$ cat src/rtl/score_keeper.sv
// score_keeper: pong scoring FSM with miss-edge detection, goal/win pulses and post-goal ball freeze.
// Ports:
//   BALL_CLOCK                   - clock, rising edge
//   RESET                        - synchronous active-high reset
//   miss_left / miss_right       - levels, high while ball is past left / right paddle
//   new_game                     - level, restarts the game (scores cleared, ball frozen)
//   goal_player_1/2              - one-cycle pulse on a non-winning point
//   win_player_1/2               - one-cycle pulse when a player reaches WIN_SCORE
//   score_1 / score_2            - player scores
//   ball_freeze                  - high while the ball must not move
//   serve_dir                    - 0 serves toward player 1, 1 toward player 2
module score_keeper #(
    parameter int WIN_SCORE   = 5,
    parameter int HOLD_CYCLES = 26
) (
    input  logic       BALL_CLOCK,
    input  logic       RESET,
    input  logic       miss_left,
    input  logic       miss_right,
    input  logic       new_game,
    output logic       goal_player_1,
    output logic       goal_player_2,
    output logic       win_player_1,
    output logic       win_player_2,
    output logic [3:0] score_1,
    output logic [3:0] score_2,
    output logic       ball_freeze,
    output logic       serve_dir
);
    typedef enum logic [1:0] {PLAY, HOLD, OVER} state_t;

    localparam logic [3:0] WIN       = 4'(WIN_SCORE);
    localparam logic [7:0] HOLD_LOAD = 8'(HOLD_CYCLES - 1);

    state_t     state_q, state_d;
    logic       ml_cur_q, ml_prev_q, mr_cur_q, mr_prev_q;
    logic [7:0] cnt_q, cnt_d;
    logic [3:0] s1_q, s1_d, s2_q, s2_d;
    logic       g1_q, g1_d, g2_q, g2_d, w1_q, w1_d, w2_q, w2_d;
    logic       frz_q, frz_d, srv_q, srv_d;
    logic       hit_l, hit_r;

    // Edges are taken between two registered samples, so the FSM reacts one cycle after the input is sampled.
    assign hit_l = ml_cur_q & ~ml_prev_q;
    assign hit_r = mr_cur_q & ~mr_prev_q;

    always_comb begin
        state_d = state_q;
        cnt_d   = cnt_q;
        s1_d    = s1_q;
        s2_d    = s2_q;
        srv_d   = srv_q;
        g1_d    = 1'b0;
        g2_d    = 1'b0;
        w1_d    = 1'b0;
        w2_d    = 1'b0;
        if (new_game) begin
            s1_d    = 4'd0;
            s2_d    = 4'd0;
            cnt_d   = HOLD_LOAD;
            state_d = HOLD;
        end else begin
            case (state_q)
                PLAY: begin
                    // Simultaneous misses cancel: only a lone edge scores.
                    if (hit_r && !hit_l) begin
                        s1_d  = s1_q + 4'd1;
                        srv_d = 1'b1;
                        if (s1_d == WIN) begin
                            w1_d    = 1'b1;
                            state_d = OVER;
                        end else begin
                            g1_d    = 1'b1;
                            cnt_d   = HOLD_LOAD;
                            state_d = HOLD;
                        end
                    end else if (hit_l && !hit_r) begin
                        s2_d  = s2_q + 4'd1;
                        srv_d = 1'b0;
                        if (s2_d == WIN) begin
                            w2_d    = 1'b1;
                            state_d = OVER;
                        end else begin
                            g2_d    = 1'b1;
                            cnt_d   = HOLD_LOAD;
                            state_d = HOLD;
                        end
                    end
                end
                HOLD: begin
                    if (cnt_q == 8'd0) state_d = PLAY;
                    else cnt_d = cnt_q - 8'd1;
                end
                OVER:    state_d = OVER;
                default: state_d = PLAY;
            endcase
        end
        frz_d = state_d != PLAY;
    end

    always_ff @(posedge BALL_CLOCK) begin
        if (RESET) begin
            state_q   <= PLAY;
            ml_cur_q  <= 1'b0;
            ml_prev_q <= 1'b0;
            mr_cur_q  <= 1'b0;
            mr_prev_q <= 1'b0;
            cnt_q     <= 8'd0;
            s1_q      <= 4'd0;
            s2_q      <= 4'd0;
            g1_q      <= 1'b0;
            g2_q      <= 1'b0;
            w1_q      <= 1'b0;
            w2_q      <= 1'b0;
            frz_q     <= 1'b0;
            srv_q     <= 1'b0;
        end else begin
            state_q   <= state_d;
            ml_cur_q  <= miss_left;
            ml_prev_q <= ml_cur_q;
            mr_cur_q  <= miss_right;
            mr_prev_q <= mr_cur_q;
            cnt_q     <= cnt_d;
            s1_q      <= s1_d;
            s2_q      <= s2_d;
            g1_q      <= g1_d;
            g2_q      <= g2_d;
            w1_q      <= w1_d;
            w2_q      <= w2_d;
            frz_q     <= frz_d;
            srv_q     <= srv_d;
        end
    end

    assign goal_player_1 = g1_q;
    assign goal_player_2 = g2_q;
    assign win_player_1  = w1_q;
    assign win_player_2  = w2_q;
    assign score_1       = s1_q;
    assign score_2       = s2_q;
    assign ball_freeze   = frz_q;
    assign serve_dir     = srv_q;
endmodule
$ cat config.mk
export PLATFORM = sky130hd
export DESIGN_NAME = score_keeper
export DESIGN_NICKNAME = d
export VERILOG_FILES = /design/src/rtl/score_keeper.sv
export SDC_FILE = /design/constraint.sdc
export NUM_CORES = 1
export LEC_CHECK = 0
export ABC_AREA = 1
export CORE_AREA = 3 3 54 76
export DETAILED_ROUTE_END_ITERATION = 16
export DIE_AREA = 0 0 57 79
export PLACE_DENSITY_LB_ADDON = 0.05
export SYNTH_ARGS = -nofsm -noshare
export SYNTH_HDL_FRONTEND = slang
export SYNTH_SLANG_ARGS = --single-unit
export TNS_END_PERCENT = 30
$ cat constraint.sdc
create_clock -name BALL_CLOCK -period 3.55 [get_ports BALL_CLOCK]
set_input_delay 1.065 -clock BALL_CLOCK [delete_from_list [all_inputs] [get_ports BALL_CLOCK]]
set_output_delay 1.065 -clock BALL_CLOCK [all_outputs]
set_load 0.02 [all_outputs]
==> impl_metrics.json <==
{
  "yosysUniqueCellTypes": 23,
  "cts-htree-levels": 1,
  "cap_violations": 0,
  "path_cells": "clkdlybuf4s50_1",
  "clkLatencyLatePin_ns": 0.28,
  "top_layer": "met4",
  "dr.first_iter.drc_count": 62,
  "final_nets": 242,
  "clock_sinks": 28,
  "crit_path_top_delay_cell": "clkdlybuf4s50_1",
  "wl_met2_um": 1380,
  "fill_cells": 351,
  "netlist_area_um2": 1470,
  "clock_skew_ns": 0.00869,
  "start_kind": "register",
  "tightest_slew_ns": 0.326,
  "ys_seq_area_share_pct": 38.2,
  "grt_pass1_wl_um": 5040,
  "cp_max_fo": 7,
  "relSlewSlack_pct": 78.2,
  "grt_max_degree": 15,
  "hold_viol_final": 0,
  "syn_avg_cell_area_um2": 7.06,
  "io_pins": 19,
  "drc": 0,
  "port_buffers": 18,
  "clk_pin_slew_ns": 0.09,
  "fin_crit_ns": 2.44,
  "finalSetupViolations": 0,
  "cts-root-buf": "clkbuf_8",
  "synthTopCellsByCount": "nand2_1, inv_1, nor2_1, dfxtp_1, a21oi_1",
  "max_freq_ghz": 0.410,
  "worstReg2RegEnd": "cnt_q[6]$_SDFFE_PP0P_",
  "whs_path_depth": 2,
  "critical_path_arrival_ns": 1.38,
  "cts_tree": "built",
  "grt_pass1_vias": 1173,
  "hold_buffers": 0,
  "final_max_slew_viol_count": 0,
  "synth_top_area_share_pct": 38.2,
  "rows": 25,
  "synth_edf_count": 0,
  "setup_tns_ns": 0,
  "dr.pass1.iters": 4,
  "cts_buffer_depth": 2,
  "antenna_found_initial": 0,
  "powerDensity_nw_per_um2": 363,
  "drive_above_1_share_pct": 7.02,
  "ir_drop_mv": 0.177,
  "end_kind": "primary output",
  "post_cts_buffers": 0,
  "post-route-period-util_pct": 68.7,
  "final_util_pct": 50.4,
  "placed_area_um2": 1690,
  "slowest_delay_ns": 0.64,
  "wl_met1_um": 1310,
  "reg2reg_from": "ml_cur_q$_SDFF_PP0_",
  "hold_ws_ns": 0.433,
  "rsz0062_at_grt": "no",
  "power_leakage_nw": 0.768,
  "ant_nets": 0,
  "reg2reg_depth": 11,
  "seqCellArea_um2": 561,
  "synth.largest_area_cell": "dfxtp_1",
  "synth_most_common_cell": "nand2_1",
  "outcome": "complete, no violations",
  "crit_type": "reg -> out",
  "grt_usage_pct": 14.0,
  "wl_per_cell_um": 10.7,
  "synth_warnings": 0,
  "die_area_um2": 4500,
  "fin_area_um2": 1740,
  "synth_nets": 220,
  "die_h_um": 79,
  "antenna_cells": 0,
  "start_util_pct": 42.7,
  "hp-class": "reg -> reg",
  "hp-start": "ml_cur_q$_SDFF_PP0_",
  "viasPerCell": 4.87,
  "dp_hpwl_um": 2250,
  "multi_input_area_um2": 761,
  "cp_num_buf_inv": 1,
  "grt-ovfl-total": 0,
  "cts_buffers": 3,
  "wl_met3_um": 87,
  "yosys_most_used_dff": "dfxtp_1",
  "cts_resized": 0,
  "path_delay_family": "buffers and inverters",
  "routabilityCongestion": 0.800,
  "area_delta_synth_final_pct": 18.2,
  "cp_data_required_time_ns": 2.48,
  "ys_ff_latch": 28,
  "core_area_um2": 3440,
  "synth_cells": 208,
  "synthTopCellsByArea": "dfxtp_1, nand2_1, inv_1",
  "drt-total-wl_um": 2870,
  "vias": 1305,
  "synth-async-reset-ratio_pct": 0,
  "r2r_slack_ns": 1.80,
  "hold_path_end": "ml_prev_q$_SDFF_PP0_",
  "fp.dieW_um": 57
}
## kinds of logic (layout without fill, tap and decap cells)
| kind of cell | count (synthesis) | count (layout) | share of synthesized area (%) |
|---|---|---|---|
| and+or+nand+nor | 104 | 104 | 33.8 |
| buffers and inverters | 39 | 59 | 9.97 |
| DFF | 28 | 28 | 38.2 |
| AOI/OAI and AO/OA | 27 | 27 | 10.3 |
| adders and majority gates | 7 | 7 | 5.97 |
| xor gates and xnor gates | 3 | 3 | 1.79 |
## area by class of cell
cell class | count | share of cell area [%]
Clock buffer | 3 | 2.38
Inverter | 38 | 8.22
Multi-Input combinational cell | 141 | 43.8
Sequential cell | 28 | 32.3
Tap cell | 40 | 2.88
Timing Repair Buffer | 18 | 10.4
## how the worst max path moves through the flow
stage	startpoint	end	cells past startpoint
6_report	score_1[2]$_SDFFE_PP0P_	score_1[2]	1
5_1_grt	score_1[2]$_SDFFE_PP0P_	score_1[2]	1
4_1_cts	score_1[2]$_SDFFE_PP0P_	score_1[2]	1
3_5_place_dp	RESET	score_1[1]$_SDFFE_PP0P_	4
3_3_place_gp	RESET	score_1[1]$_SDFFE_PP0P_	4
2_1_floorplan	RESET	score_1[1]$_SDFFE_PP0P_	4
## placed cells by master, fill, tap and decap left out
cell              n
nor2_1           30
nand3_1          13
a21oi_1          16
nand2_1          40
o21ai_4           1
clkdlybuf4s50_1  18
nand4_1           6
o21ai_0           8
nor2_4            5
nor3b_1           1
xor2_1            2
nand2_4           2
inv_1            35
clkbuf_8          3
a211oi_1          2
nor3_1            3
xnor2_1           1
nand3_2           1
dfxtp_1          28
ha_1              7
nor4_1            1
nand2_2           2
inv_2             2
clkinv_1          1
## metrics by stage
step                      instances  setup WS [ns]  total power [mW]
after global placement          265           1.06             0.464
after global routing            268           1.04             0.669
after CTS                       268           1.11             0.637
after detailed placement        265           1.02             0.466
after floorplan                 208           1.66             0.433
final                           268           1.11             0.630
## power by group
group          internal [mW]  switching, mW  total, mW
clock network         0.0763         0.0961      0.172
logic                 0.0455         0.0760      0.122
registers              0.327        0.00955      0.336
total                  0.449          0.182      0.630
## flip-flops by register name, summed over array words and instances (netlist names)
register,count
ball_freeze,1
cnt_q,8
goal_player_1,1
goal_player_2,1
ml_cur_q,1
ml_prev_q,1
mr_cur_q,1
mr_prev_q,1
score_1,4
score_2,4
serve_dir,1
state_q,2
win_player_1,1
win_player_2,1
## metal layers
layer  vias to the layer above  global-route usage (%)
met1                       576                    16.6
met3                         6                    2.11
met5                         -                       0
met4                         0                    8.82
li1                        701                       -
met2                        22                    23.1
## worst reg2reg max path: cells and delay by family (launching register included)
family                     cells  cell delay (ns)
AOI/OAI and AO/OA              1             0.15
adders and majority gates      1             0.27
buffers and inverters          2             0.10
DFF                            1             0.32
and+or+nand+nor                7             0.85
Note: power is estimated with default switching activity, not from simulation.
